**src/rtl/axi3_rd_arbiter_if.sv**
```systemverilog
// rtl/axi3_rd_arbiter_if.sv - upstream and downstream AXI3 read signals of the read arbiter
interface axi3_rd_arbiter_if #(
   parameter int N_PORTS    = 3,
   parameter int ADDR_WIDTH = 32,
   parameter int DATA_WIDTH = 32,
   parameter int ID_WIDTH   = 4,
   parameter int IDX_W      = (N_PORTS > 1) ? $clog2(N_PORTS) : 1
) ();
   logic [N_PORTS-1:0]            s_arvalid;
   logic [N_PORTS-1:0]            s_arready;
   logic [N_PORTS*ADDR_WIDTH-1:0] s_araddr;
   logic [N_PORTS*ID_WIDTH-1:0]   s_arid;
   logic [N_PORTS*4-1:0]          s_arlen;
   logic [N_PORTS*3-1:0]          s_arsize;
   logic [N_PORTS*2-1:0]          s_arburst;
   logic [N_PORTS-1:0]            s_rvalid;
   logic [N_PORTS-1:0]            s_rready;
   logic [DATA_WIDTH-1:0]         s_rdata;
   logic [ID_WIDTH-1:0]           s_rid;
   logic [1:0]                    s_rresp;
   logic                          s_rlast;

   logic                          m_arvalid;
   logic                          m_arready;
   logic [ADDR_WIDTH-1:0]         m_araddr;
   logic [IDX_W+ID_WIDTH-1:0]     m_arid;
   logic [3:0]                    m_arlen;
   logic [2:0]                    m_arsize;
   logic [1:0]                    m_arburst;
   logic                          m_rvalid;
   logic                          m_rready;
   logic [DATA_WIDTH-1:0]         m_rdata;
   logic [IDX_W+ID_WIDTH-1:0]     m_rid;
   logic [1:0]                    m_rresp;
   logic                          m_rlast;

   modport master (
      input  s_arvalid, s_araddr, s_arid, s_arlen, s_arsize, s_arburst, s_rready,
      output s_arready, s_rvalid, s_rdata, s_rid, s_rresp, s_rlast,
      output m_arvalid, m_araddr, m_arid, m_arlen, m_arsize, m_arburst, m_rready,
      input  m_arready, m_rvalid, m_rdata, m_rid, m_rresp, m_rlast
   );

   modport slave (
      output s_arvalid, s_araddr, s_arid, s_arlen, s_arsize, s_arburst, s_rready,
      input  s_arready, s_rvalid, s_rdata, s_rid, s_rresp, s_rlast,
      input  m_arvalid, m_araddr, m_arid, m_arlen, m_arsize, m_arburst, m_rready,
      output m_arready, m_rvalid, m_rdata, m_rid, m_rresp, m_rlast
   );
endinterface

```
**src/rtl/axi3_rd_arbiter.sv**
```systemverilog
// rtl/axi3_rd_arbiter.sv - round-robin AXI3 read arbiter with ID tagging and per-port burst limits
module axi3_rd_arbiter #(
   parameter int N_PORTS         = 3,
   parameter int ADDR_WIDTH      = 32,
   parameter int DATA_WIDTH      = 32,
   parameter int ID_WIDTH        = 4,
   parameter int MAX_OUTSTANDING = 4,
   parameter int IDX_W           = (N_PORTS > 1) ? $clog2(N_PORTS) : 1
) (
   input  logic                  clk,
   input  logic                  rst,
   axi3_rd_arbiter_if.master     bus,
   output logic                  err_bad_rid
);
   logic [N_PORTS-1:0][3:0]      r_cnt;
   logic [IDX_W-1:0]             r_rr_ptr;
   logic                         r_arvalid;
   logic [ADDR_WIDTH-1:0]        r_araddr;
   logic [IDX_W+ID_WIDTH-1:0]    r_arid;
   logic [3:0]                   r_arlen;
   logic [2:0]                   r_arsize;
   logic [1:0]                   r_arburst;
   logic                         r_err_bad_rid;

   logic [N_PORTS-1:0]           w_eligible;
   logic                         w_load;
   logic                         w_grant_valid;
   logic                         w_grant;
   logic [IDX_W-1:0]             w_grant_idx;
   logic [N_PORTS-1:0]           w_arready;
   logic [N_PORTS-1:0]           w_dec;
   logic [IDX_W-1:0]             w_ridx;
   logic                         w_r_ok;
   logic [N_PORTS-1:0]           w_rvalid;

   always_comb begin
      for (int i = 0; i < N_PORTS; i++) begin
         w_eligible[i] = bus.s_arvalid[i] && (r_cnt[i] < 4'(MAX_OUTSTANDING));
      end
   end

   // Walk downward so the last match written is the one closest to r_rr_ptr.
   always_comb begin
      int p;
      p             = 0;
      w_grant_valid = 1'b0;
      w_grant_idx   = '0;
      for (int k = N_PORTS - 1; k >= 0; k--) begin
         p = int'(r_rr_ptr) + k;
         if (p >= N_PORTS) p = p - N_PORTS;
         if (w_eligible[p]) begin
            w_grant_valid = 1'b1;
            w_grant_idx   = p[IDX_W-1:0];
         end
      end
   end

   assign w_load  = !r_arvalid || bus.m_arready;
   assign w_grant = w_load && w_grant_valid;

   always_comb begin
      w_arready = '0;
      if (w_grant) w_arready[w_grant_idx] = 1'b1;
   end

   always_ff @(posedge clk or negedge rst) begin
      if (!rst) begin
         r_arvalid <= 1'b0;
         r_araddr  <= '0;
         r_arid    <= '0;
         r_arlen   <= '0;
         r_arsize  <= '0;
         r_arburst <= '0;
         r_rr_ptr  <= '0;
      end else if (w_load) begin
         r_arvalid <= w_grant_valid;
         if (w_grant_valid) begin
            r_araddr  <= bus.s_araddr[w_grant_idx*ADDR_WIDTH +: ADDR_WIDTH];
            r_arid    <= {w_grant_idx, bus.s_arid[w_grant_idx*ID_WIDTH +: ID_WIDTH]};
            r_arlen   <= bus.s_arlen[w_grant_idx*4 +: 4];
            r_arsize  <= bus.s_arsize[w_grant_idx*3 +: 3];
            r_arburst <= bus.s_arburst[w_grant_idx*2 +: 2];
            r_rr_ptr  <= (w_grant_idx == IDX_W'(N_PORTS - 1)) ? '0 : w_grant_idx + 1'b1;
         end
      end
   end

   assign w_ridx = bus.m_rid[IDX_W+ID_WIDTH-1:ID_WIDTH];
   assign w_r_ok = (32'(w_ridx) < $unsigned(N_PORTS));

   always_comb begin
      w_rvalid = '0;
      if (w_r_ok) w_rvalid[w_ridx] = bus.m_rvalid;
   end

   // Beats with an out-of-range index are sunk so the downstream channel never stalls.
   assign bus.m_rready = w_r_ok ? bus.s_rready[w_ridx] : 1'b1;

   always_comb begin
      w_dec = '0;
      if (w_r_ok && bus.m_rvalid && bus.m_rready && bus.m_rlast) w_dec[w_ridx] = 1'b1;
   end

   always_ff @(posedge clk or negedge rst) begin
      if (!rst) begin
         r_cnt <= '0;
      end else begin
         for (int i = 0; i < N_PORTS; i++) begin
            if (w_arready[i] && !w_dec[i]) begin
               r_cnt[i] <= r_cnt[i] + 4'd1;
            end else if (w_dec[i] && !w_arready[i] && (r_cnt[i] != 4'd0)) begin
               r_cnt[i] <= r_cnt[i] - 4'd1;
            end
         end
      end
   end

   always_ff @(posedge clk or negedge rst) begin
      if (!rst) begin
         r_err_bad_rid <= 1'b0;
      end else if (bus.m_rvalid && !w_r_ok) begin
         r_err_bad_rid <= 1'b1;
      end
   end

   assign bus.s_arready = w_arready;
   assign bus.s_rvalid  = w_rvalid;
   assign bus.s_rdata   = bus.m_rdata;
   assign bus.s_rid     = bus.m_rid[ID_WIDTH-1:0];
   assign bus.s_rresp   = bus.m_rresp;
   assign bus.s_rlast   = bus.m_rlast;
   assign bus.m_arvalid = r_arvalid;
   assign bus.m_araddr  = r_araddr;
   assign bus.m_arid    = r_arid;
   assign bus.m_arlen   = r_arlen;
   assign bus.m_arsize  = r_arsize;
   assign bus.m_arburst = r_arburst;
   assign err_bad_rid   = r_err_bad_rid;
endmodule

```
**src/flat_wrapper.sv**
```systemverilog
// flat-port wrapper written by rule: the top's interface ports become plain ports
module axi3_rd_arbiter_flat 
#(
   parameter int N_PORTS         = 3,
   parameter int ADDR_WIDTH      = 32,
   parameter int DATA_WIDTH      = 32,
   parameter int ID_WIDTH        = 4,
   parameter int MAX_OUTSTANDING = 4,
   parameter int IDX_W           = (N_PORTS > 1) ? $clog2(N_PORTS) : 1
)
  (clk, rst, err_bad_rid, bus_s_arvalid, bus_s_araddr, bus_s_arid, bus_s_arlen, bus_s_arsize, bus_s_arburst, bus_s_rready, bus_s_arready, bus_s_rvalid, bus_s_rdata, bus_s_rid, bus_s_rresp, bus_s_rlast, bus_m_arvalid, bus_m_araddr, bus_m_arid, bus_m_arlen, bus_m_arsize, bus_m_arburst, bus_m_rready, bus_m_arready, bus_m_rvalid, bus_m_rdata, bus_m_rid, bus_m_rresp, bus_m_rlast);
  axi3_rd_arbiter_if #(.N_PORTS(N_PORTS), .ADDR_WIDTH(ADDR_WIDTH), .DATA_WIDTH(DATA_WIDTH), .ID_WIDTH(ID_WIDTH), .IDX_W(IDX_W)) bus_i ();
  input  logic clk;
  input  logic rst;
  output logic err_bad_rid;
  input wire logic [$bits(bus_i.s_arvalid)-1:0] bus_s_arvalid;
  input wire logic [$bits(bus_i.s_araddr)-1:0] bus_s_araddr;
  input wire logic [$bits(bus_i.s_arid)-1:0] bus_s_arid;
  input wire logic [$bits(bus_i.s_arlen)-1:0] bus_s_arlen;
  input wire logic [$bits(bus_i.s_arsize)-1:0] bus_s_arsize;
  input wire logic [$bits(bus_i.s_arburst)-1:0] bus_s_arburst;
  input wire logic [$bits(bus_i.s_rready)-1:0] bus_s_rready;
  output wire logic [$bits(bus_i.s_arready)-1:0] bus_s_arready;
  output wire logic [$bits(bus_i.s_rvalid)-1:0] bus_s_rvalid;
  output wire logic [$bits(bus_i.s_rdata)-1:0] bus_s_rdata;
  output wire logic [$bits(bus_i.s_rid)-1:0] bus_s_rid;
  output wire logic [$bits(bus_i.s_rresp)-1:0] bus_s_rresp;
  output wire logic [$bits(bus_i.s_rlast)-1:0] bus_s_rlast;
  output wire logic [$bits(bus_i.m_arvalid)-1:0] bus_m_arvalid;
  output wire logic [$bits(bus_i.m_araddr)-1:0] bus_m_araddr;
  output wire logic [$bits(bus_i.m_arid)-1:0] bus_m_arid;
  output wire logic [$bits(bus_i.m_arlen)-1:0] bus_m_arlen;
  output wire logic [$bits(bus_i.m_arsize)-1:0] bus_m_arsize;
  output wire logic [$bits(bus_i.m_arburst)-1:0] bus_m_arburst;
  output wire logic [$bits(bus_i.m_rready)-1:0] bus_m_rready;
  input wire logic [$bits(bus_i.m_arready)-1:0] bus_m_arready;
  input wire logic [$bits(bus_i.m_rvalid)-1:0] bus_m_rvalid;
  input wire logic [$bits(bus_i.m_rdata)-1:0] bus_m_rdata;
  input wire logic [$bits(bus_i.m_rid)-1:0] bus_m_rid;
  input wire logic [$bits(bus_i.m_rresp)-1:0] bus_m_rresp;
  input wire logic [$bits(bus_i.m_rlast)-1:0] bus_m_rlast;
  assign bus_i.s_arvalid = bus_s_arvalid;
  assign bus_i.s_araddr = bus_s_araddr;
  assign bus_i.s_arid = bus_s_arid;
  assign bus_i.s_arlen = bus_s_arlen;
  assign bus_i.s_arsize = bus_s_arsize;
  assign bus_i.s_arburst = bus_s_arburst;
  assign bus_i.s_rready = bus_s_rready;
  assign bus_s_arready = bus_i.s_arready;
  assign bus_s_rvalid = bus_i.s_rvalid;
  assign bus_s_rdata = bus_i.s_rdata;
  assign bus_s_rid = bus_i.s_rid;
  assign bus_s_rresp = bus_i.s_rresp;
  assign bus_s_rlast = bus_i.s_rlast;
  assign bus_m_arvalid = bus_i.m_arvalid;
  assign bus_m_araddr = bus_i.m_araddr;
  assign bus_m_arid = bus_i.m_arid;
  assign bus_m_arlen = bus_i.m_arlen;
  assign bus_m_arsize = bus_i.m_arsize;
  assign bus_m_arburst = bus_i.m_arburst;
  assign bus_m_rready = bus_i.m_rready;
  assign bus_i.m_arready = bus_m_arready;
  assign bus_i.m_rvalid = bus_m_rvalid;
  assign bus_i.m_rdata = bus_m_rdata;
  assign bus_i.m_rid = bus_m_rid;
  assign bus_i.m_rresp = bus_m_rresp;
  assign bus_i.m_rlast = bus_m_rlast;
  axi3_rd_arbiter #(.N_PORTS(N_PORTS), .ADDR_WIDTH(ADDR_WIDTH), .DATA_WIDTH(DATA_WIDTH), .ID_WIDTH(ID_WIDTH), .MAX_OUTSTANDING(MAX_OUTSTANDING), .IDX_W(IDX_W)) u_core (.clk(clk), .rst(rst), .bus(bus_i), .err_bad_rid(err_bad_rid));
endmodule
```
**config.mk**
```make
export PLATFORM = sky130hd
export DESIGN_NAME = axi3_rd_arbiter_flat
export DESIGN_NICKNAME = d
export VERILOG_FILES = /design/src/rtl/axi3_rd_arbiter_if.sv /design/src/rtl/axi3_rd_arbiter.sv /design/src/flat_wrapper.sv
export SDC_FILE = /design/constraint.sdc
export NUM_CORES = 1
export LEC_CHECK = 0
export CAP_MARGIN = 20
export CORE_MARGIN = 1
export CORE_UTILIZATION = 38
export DETAILED_ROUTE_END_ITERATION = 8
export GPL_TIMING_DRIVEN = 0
export MAX_ROUTING_LAYER = met4
export PLACE_DENSITY = 0.86
export REMOVE_ABC_BUFFERS = 1
export SYNTH_ARGS = -nofsm -noshare
export SYNTH_HDL_FRONTEND = slang
export SYNTH_SLANG_ARGS = --single-unit
```
**constraint.sdc**
```tcl
create_clock -name clk -period 3.85 [get_ports clk]
set_clock_uncertainty 0.05 [all_clocks]
set_input_delay 0.77 -clock clk [delete_from_list [all_inputs] [get_ports clk]]
set_output_delay 0.77 -clock clk [all_outputs]
set_load 0.02 [all_outputs]
```
After elaboration in Yosys (flattened, before gate mapping). Index checks and enable logic that the tools add are counted.

Flip-flop bits (word level): 63. Word-level logic and storage cells: 115.

Add/sub/neg operators: 12. Multipliers: 1. Order comparisons: 14. Equal/unequal tests: 1. Shifts and indexed selects: 5. Mux-type cells: 35. Bitwise gates (word level): 1. Reductions and logical operators: 35.

Operators with widths (number): 32-bit by 4-bit < comparator with 1-bit output, second input constant (3); 32-bit 2-to-1 mux (3); 96-bit by 8-bit indexed part select with 32-bit output (1); 32-bit by 3-bit greater-or-equal comparator with 1-bit output, second input constant (2); 32-bit by 3-bit subtractor with 32-bit output, second input constant (2); 4-bit 2-to-1 mux (6); 12-bit by 5-bit indexed part select with 4-bit output (2); 1-bit logical AND (19); 1-bit 2-to-1 mux (13); 4-bit by 1-bit adder with 4-bit output, second input constant (3); 4-bit by 3-bit < comparator with 1-bit output, second input constant (3); 4-bit nonzero test (3); 4-bit by 1-bit subtractor with 4-bit output, second input constant (3); 3-bit 2-to-1 mux (3); 9-bit by 5-bit indexed part select with 3-bit output (1); 1-bit binary-select mux with 2-bit select (4); 1-bit logical NOT (8); 2-bit 2-to-1 mux (4); 2-bit by 3-bit < comparator with 1-bit output, second input constant (2); 2-bit nonzero test (3); 6-bit by 4-bit indexed part select with 2-bit output (1); 1-bit demux with 2-bit select (2); 2-bit by 1-bit greater-or-equal comparator with 1-bit output, second input constant (2); 2-bit by 2-bit multiplier with 4-bit output, second input constant (1); other kinds (10) (10).

Logic depth before layout (Yosys ltp).
Depth after elaboration: 19. Mapped depth: 14. Mapped depth without buffers: 13.

Worst setup path before layout. OpenSTA, ideal clock, no wires.

Kind: input port to flip-flop. Start point: input port bus_s_arvalid[0]. End point: register u_core.r_cnt[11] (netlist name). Setup time: 0.079 ns. Arrival: 3.317 ns. Slack: 0.404 ns. Cell stages on the path: 11. Path buffers: 1. Cells stage by stage: or3b_1 -> buf_6 -> a21o_4 -> nor3b_4 -> nand2_1 -> ha_1 -> a21o_1 -> a21o_1 -> or3_1 -> mux2i_1 -> xor2_1.

Longest elaborated chain between the ends: 16. Elaborated cells on any way between the ends: 29.

RTL lines: from (decl) (line flat_wrapper.sv:16) `input wire logic [$bits(bus_i.s_arvalid)-1:0] bus_s_arvalid;`; 1-bit logical AND (*) (line axi3_rd_arbiter.sv:38) `w_eligible[i] = bus.s_arvalid[i] && (r_cnt[i] < 4'(MAX_OUTSTANDING));`; 1-bit binary-select mux with 2-bit select (line axi3_rd_arbiter.sv:51) `if (w_eligible[p]) begin`; 1-bit 2-to-1 mux (implied by the code) (2 in a row) (line axi3_rd_arbiter.sv:51); 2-bit 2-to-1 mux (3 in a row) (line axi3_rd_arbiter.sv:51); 2-bit by 3-bit < comparator with 1-bit output (implied by the code) / 2-bit by 1-bit greater-or-equal comparator with 1-bit output (equally long branches) (line axi3_rd_arbiter.sv:63) `if (w_grant) w_arready[w_grant_idx] = 1'b1;`; 1-bit logical AND (implied by the code) (line axi3_rd_arbiter.sv:63); 1-bit 2-to-1 mux (implied by the code) (line axi3_rd_arbiter.sv:63); 1-bit demux with 2-bit select; 3-bit 2-to-1 mux (*) (line axi3_rd_arbiter.sv:63); named net bus_s_arready[2] (line flat_wrapper.sv:23) `output wire logic [$bits(bus_i.s_arready)-1:0] bus_s_arready;`; 1-bit logical NOT (line axi3_rd_arbiter.sv:111) `end else if (w_dec[i] && !w_arready[i] && (r_cnt[i] != 4'd0)) begin`; 1-bit logical AND (2 in a row) (line axi3_rd_arbiter.sv:111); 2-bit nonzero test (no source line); to (signal, indexed assignment) (line axi3_rd_arbiter.sv:110) `r_cnt[i] <= r_cnt[i] + 4'd1;`; to (signal, indexed assignment) (line axi3_rd_arbiter.sv:112) `r_cnt[i] <= r_cnt[i] - 4'd1;`; to (decl) (line axi3_rd_arbiter.sv:15) `logic [N_PORTS-1:0][3:0] r_cnt;`.

The timed path passes the listed nets; every way through them passes the cells marked *. The select of a mux whose other input is x is not followed. A chain may end at the register's enable or synchronous reset.

Worst setup path after layout.
Start point: input port bus_s_arvalid[2]. End point: output port bus_s_arready[2].

Longest elaborated chain between the ends: 12. Elaborated cells on any way between the ends: 23.

RTL lines (line): 1-bit logical AND (*) (axi3_rd_arbiter.sv:38); 1-bit binary-select mux with 2-bit select (axi3_rd_arbiter.sv:51); 1-bit 2-to-1 mux (implied by the code) (2 in a row) (axi3_rd_arbiter.sv:51); 2-bit 2-to-1 mux (3 in a row) (axi3_rd_arbiter.sv:51); 2-bit by 3-bit < comparator with 1-bit output (implied by the code) / 2-bit by 1-bit greater-or-equal comparator with 1-bit output (equally long branches) (axi3_rd_arbiter.sv:63); 1-bit logical AND (implied by the code) (axi3_rd_arbiter.sv:63); 1-bit 2-to-1 mux (implied by the code) (axi3_rd_arbiter.sv:63); 1-bit demux with 2-bit select; 3-bit 2-to-1 mux (*) (axi3_rd_arbiter.sv:63); to (decl) (flat_wrapper.sv:23).

Every way passes the cells marked *; elsewhere a longest branch is shown, timed or not. The select of a mux whose other input is x is not followed.

==> impl_summary.txt <==
----------------------------------------------------
[Status]
  Run status ... complete, no violations

[Floorplanning]
  Num rows ... 39
  Overall die area ... 0.0122 sq mm
  Effective utilization at floorplan ... 39.1%
  Std-Cell Core Area ... ~0.011 sq mm
  Ports ... 281
  Die Span X ... ~110 um
  Die span in y ... roughly 110 um

[Placed design]
  DPL Wire Length ... 10,500 um
  Routability-driven placement congestion ratio ... 0.865
  Post-DP Area ... 0.00632 sq mm
  Port-buffer cells ... 204

[STA]
  Highest clock frequency the design can meet ... around 0.26 GHz
  Slew HR ... 36.9%
  Pin slew with the least headroom to its limit ... 0.944 ns
  Share of the clock period used by the worst path after layout ... a little over nine tenths
  Number of failing setup endpoints in the final timing report ... 0
  Time the final worst path needs with I/O delays and setup ... 3.78 ns
  Final Hold Viols ... 0
  Final sum of negative setup slack ... 0 ns
  RSZ-0062 raised after global routing ... no
  Final Max Tran Viols ... 0

[CTS]
  Insertion delay of the later-clocked pin in the worst-skew pair ... 0.33 ns
  Cts-stage hold buffer count ... 0
  CTS tree ... yes
  Root buf cell ... sky130_fd_sc_hd__clkbuf_16
  CTS H-Tree Depth ... 3
  Clock-pin transition on the worst setup and hold timing paths ... ~0.05 ns
  Max clock buf depth ... 2
  Inserted Clock Buffers ... 9
  Sinks on Clock Net ... 63

[Layout]
  Fraction of final layout cells with drive strength greater than 1 ... 14.5%
  Final std cell area, no fill ... 0.00663 sq mm
  Number of antenna repair diodes ... 0
  Area grow syn2layout ... 47.8%
  Fill count ... 966
  Nets ... 783

[Pwr]
  Internal Power ... 3.02 mW
  Max VDD drop ... 418 uV
  Clock Power Share ... 13.1%
  LEAKAGE ... 2.84 nW
  Total power divided by cell area ... 823 mW/mm^2
  Portion of total power attributed to combinational logic ... 64.3%
  Power dissipated by switching net loads ... 2.43 mW
  Fraction of power spent switching nets ... 44.6%
  Flop pwr share ... 22.6%

[Setup path]
  Type of the setup path with the least slack ... input port to output port
  Arr. time, crit path ... between 2 and 3 ns
  Reg-to-reg startpoint ... u_core.r_rr_ptr[0]
  Worst Setup SP ... bus_s_arvalid[2]
  Critical path capture point type ... output port
  Required time at the endpoint of the critical path ... 3.03 ns
  Top fanout value on the critical path ... 5
  Startpoint type of the worst setup path ... input port

[Synthesis]
  Number of synthesized flops with an enable pin ... 0
  Share of synthesized flip-flops with an asynchronous set or reset ... 100%
  Instance count of the mapped netlist ... 427
  Mean post-synth cell area ... between 10 and 15 sq um
  Synthesized flop and latch total ... 63
  Register area share after synthesis ... 35.2%
  Most common flop cell mapped by yosys ... sky130_fd_sc_hd__dfrtp_1
  Area of the mapped netlist ... 0.00448 sq mm
  Count of warnings emitted by yosys ... 0
  Number of distinct library cell variants in the gate-level netlist after synthesis ... 56

[GRT]
  Total congestion overflow after global routing ... 0
  Largest net degree at the start of global routing ... 64
  Wire length of the first global-routing pass ... 22,100 um
  Via count of the first global-routing pass ... 4,155
  Number of antenna violations at the first check in global routing ... 0
  Global-route total usage across every layer ... 24.2%

[Detailed routing]
  1st-pass router iterations ... 6
  Total wire length ... 14,200 um
  Average wire per standard cell ... 19.4 um
  Detail-routed via count per cell ... 5.43
  DRC violation count after routing ... 0
  Total via count after detailed routing ... 3,971
  Post-route antenna net violation count ... 0
  Initial drt markers ... 290

[Worst hold path]
  Hold Path Origin ... u_core.bus.m_arid[5]
  HP Class ... register to register

[Flow run]
  Number of max-cap violations ... 0

----------------------------------------------------
power groups by stage:
stage / Sequential (mW) / Clock (mW) / Combinational (mW)
2_1_floorplan: 1.51 / 0 / 1.91
3_3_place_gp: 1.20 / 0 / 3.01
3_5_place_dp: 1.24 / 0 / 3.49
4_1_cts: 1.23 / 0.736 / 3.54
5_1_grt: 1.27 / 0.763 / 3.79
6_report: 1.23 / 0.716 / 3.51
what timing repair did:
action / in CTS / in global routing
setup endpoints to repair: 5 / 2
resized for setup: 1 / 0
pin swaps: 2 / 1
buffers inserted: 5 / 1
gates cloned: 1 / 0
cell usage in the layout (no fill, tap or decap), drive strengths merged, types with 2 or more instances in the layout:
cell / count
a21o: 12
a21oi: 3
a31oi: 3
buf: 12
clkbuf: 11
clkdlybuf4s50: 202
clkinv: 2
dfrtp: 63
fa: 3
ha: 8
inv: 7
mux2: 3
mux2i: 51
nand2: 100
nand3: 6
nor2: 5
nor3: 4
nor3b: 4
nor4: 2
o211ai: 3
o21ai: 6
o221ai: 46
or2: 2
or3: 3
or3b: 3
xnor2: 3
xor2: 6
cell usage after synthesis, types with 3 or more instances:
cell type / n / share of area [%]
sky130_fd_sc_hd__dfrtp_1: 63 / 35
sky130_fd_sc_hd__nor2_1: 5 / 0.42
sky130_fd_sc_hd__buf_4: 39 / 6.5
sky130_fd_sc_hd__mux2i_1: 51 / 11
sky130_fd_sc_hd__or3_1: 3 / 0.42
sky130_fd_sc_hd__fa_1: 3 / 1.3
sky130_fd_sc_hd__inv_1: 7 / 0.59
sky130_fd_sc_hd__ha_1: 8 / 2.2
sky130_fd_sc_hd__o21ai_0: 5 / 0.56
sky130_fd_sc_hd__a21o_1: 11 / 1.8
sky130_fd_sc_hd__buf_12: 5 / 2.2
sky130_fd_sc_hd__o221ai_2: 40 / 13
sky130_fd_sc_hd__clkbuf_1: 8 / 0.67
sky130_fd_sc_hd__nand3_1: 4 / 0.45
sky130_fd_sc_hd__buf_2: 13 / 1.5
sky130_fd_sc_hd__nand2_1: 100 / 8.4
sky130_fd_sc_hd__o221ai_1: 5 / 0.98
sky130_fd_sc_hd__o211ai_1: 3 / 0.50
sky130_fd_sc_hd__xnor2_1: 3 / 0.59
sky130_fd_sc_hd__xor2_1: 6 / 1.2
sky130_fd_sc_hd__a21oi_1: 3 / 0.33
per-stage QoR:
stage	power [mW]	hold WS, ns	std cells	setup WS [ns]	utilization [%]
6_report	5.45	0.429	731	0.0682	57.8
5_1_grt	5.82	0.442	731	0.0329	57.8
4_1_cts	5.51	0.434	730	0.0480	57.7
3_5_place_dp	4.73	0.415	711	-0.937	55.1
3_3_place_gp	4.20	0.408	706	-3.54	54.0
2_1_floorplan	3.41	0.407	359	-1.22	-
worst max-delay path: stages:
cell and delay (ns):
sky130_fd_sc_hd__clkdlybuf4s50_1 0.48, sky130_fd_sc_hd__nor3b_2 0.32, sky130_fd_sc_hd__o211ai_1 0.25, sky130_fd_sc_hd__a31oi_4 0.23, sky130_fd_sc_hd__nor3b_4 0.26, sky130_fd_sc_hd__clkdlybuf4s50_1 0.64
path summary, 6_finish.rpt:
| kind | cells after the start | end | slack (ns) |
|---|---|---|---|
| hold / removal | 1 | u_core.bus.m_arid[5] | 0.43 |
| hold reg to reg | 1 | u_core.bus.m_arid[5] | 0.43 |
| setup reg to reg | 14 | u_core.r_cnt[11] | 0.35 |
| min in group asynchronous | 1 | u_core.bus.m_araddr[12] | 0.48 |
| setup / recovery | 6 | bus_s_arready[2] | 0.07 |
| max in group asynchronous | 1 | u_core.bus.m_arburst[1] | 2.72 |
routing by layer:
layer | GRT usage [%] | share of wire, %
met1 | 26.1 | 39
met2 | 37.9 | 47
met3 | 12.8 | 11
met4 | 8.27 | 2.0
met5 | - | 0
kinds of logic (layout without fill, tap and decap cells):
kind of cell / count (synthesis) / in the layout / synth area share, %
adders and majority gates: 12 / 12 / 3.82
buffers and inverters: 75 / 235 / 12.1
and+or+nand+nor: 134 / 134 / 14.5
AOI/OAI and AO/OA: 80 / 81 / 20.5
muxes: 54 / 54 / 12.1
DFF: 63 / 63 / 35.2
xor gates and xnor gates: 9 / 9 / 1.76
flip-flops by register name (all words and copies together) (netlist names):
register              cells
u_core.r_cnt             12
u_core.bus.m_arlen        4
u_core.bus.m_arvalid      1
u_core.err_bad_rid        1
u_core.bus.m_arid         6
u_core.bus.m_arburst      2
u_core.bus.m_araddr      32
u_core.r_rr_ptr           2
u_core.bus.m_arsize       3
cell type report:
cell class / count / area [sq um] / area share [%]
repair buffers: 215 / 2200 / 33.2
clock inverters: 2 / 10.0 / 0.151
multi-input cells: 290 / 2390 / 36.1
inverters: 7 / 26.3 / 0.396
flip-flops and latches: 63 / 1580 / 23.8
clock buffers: 11 / 243 / 3.66
well taps: 143 / 179 / 2.70
(Power assumes the default switching activity.)
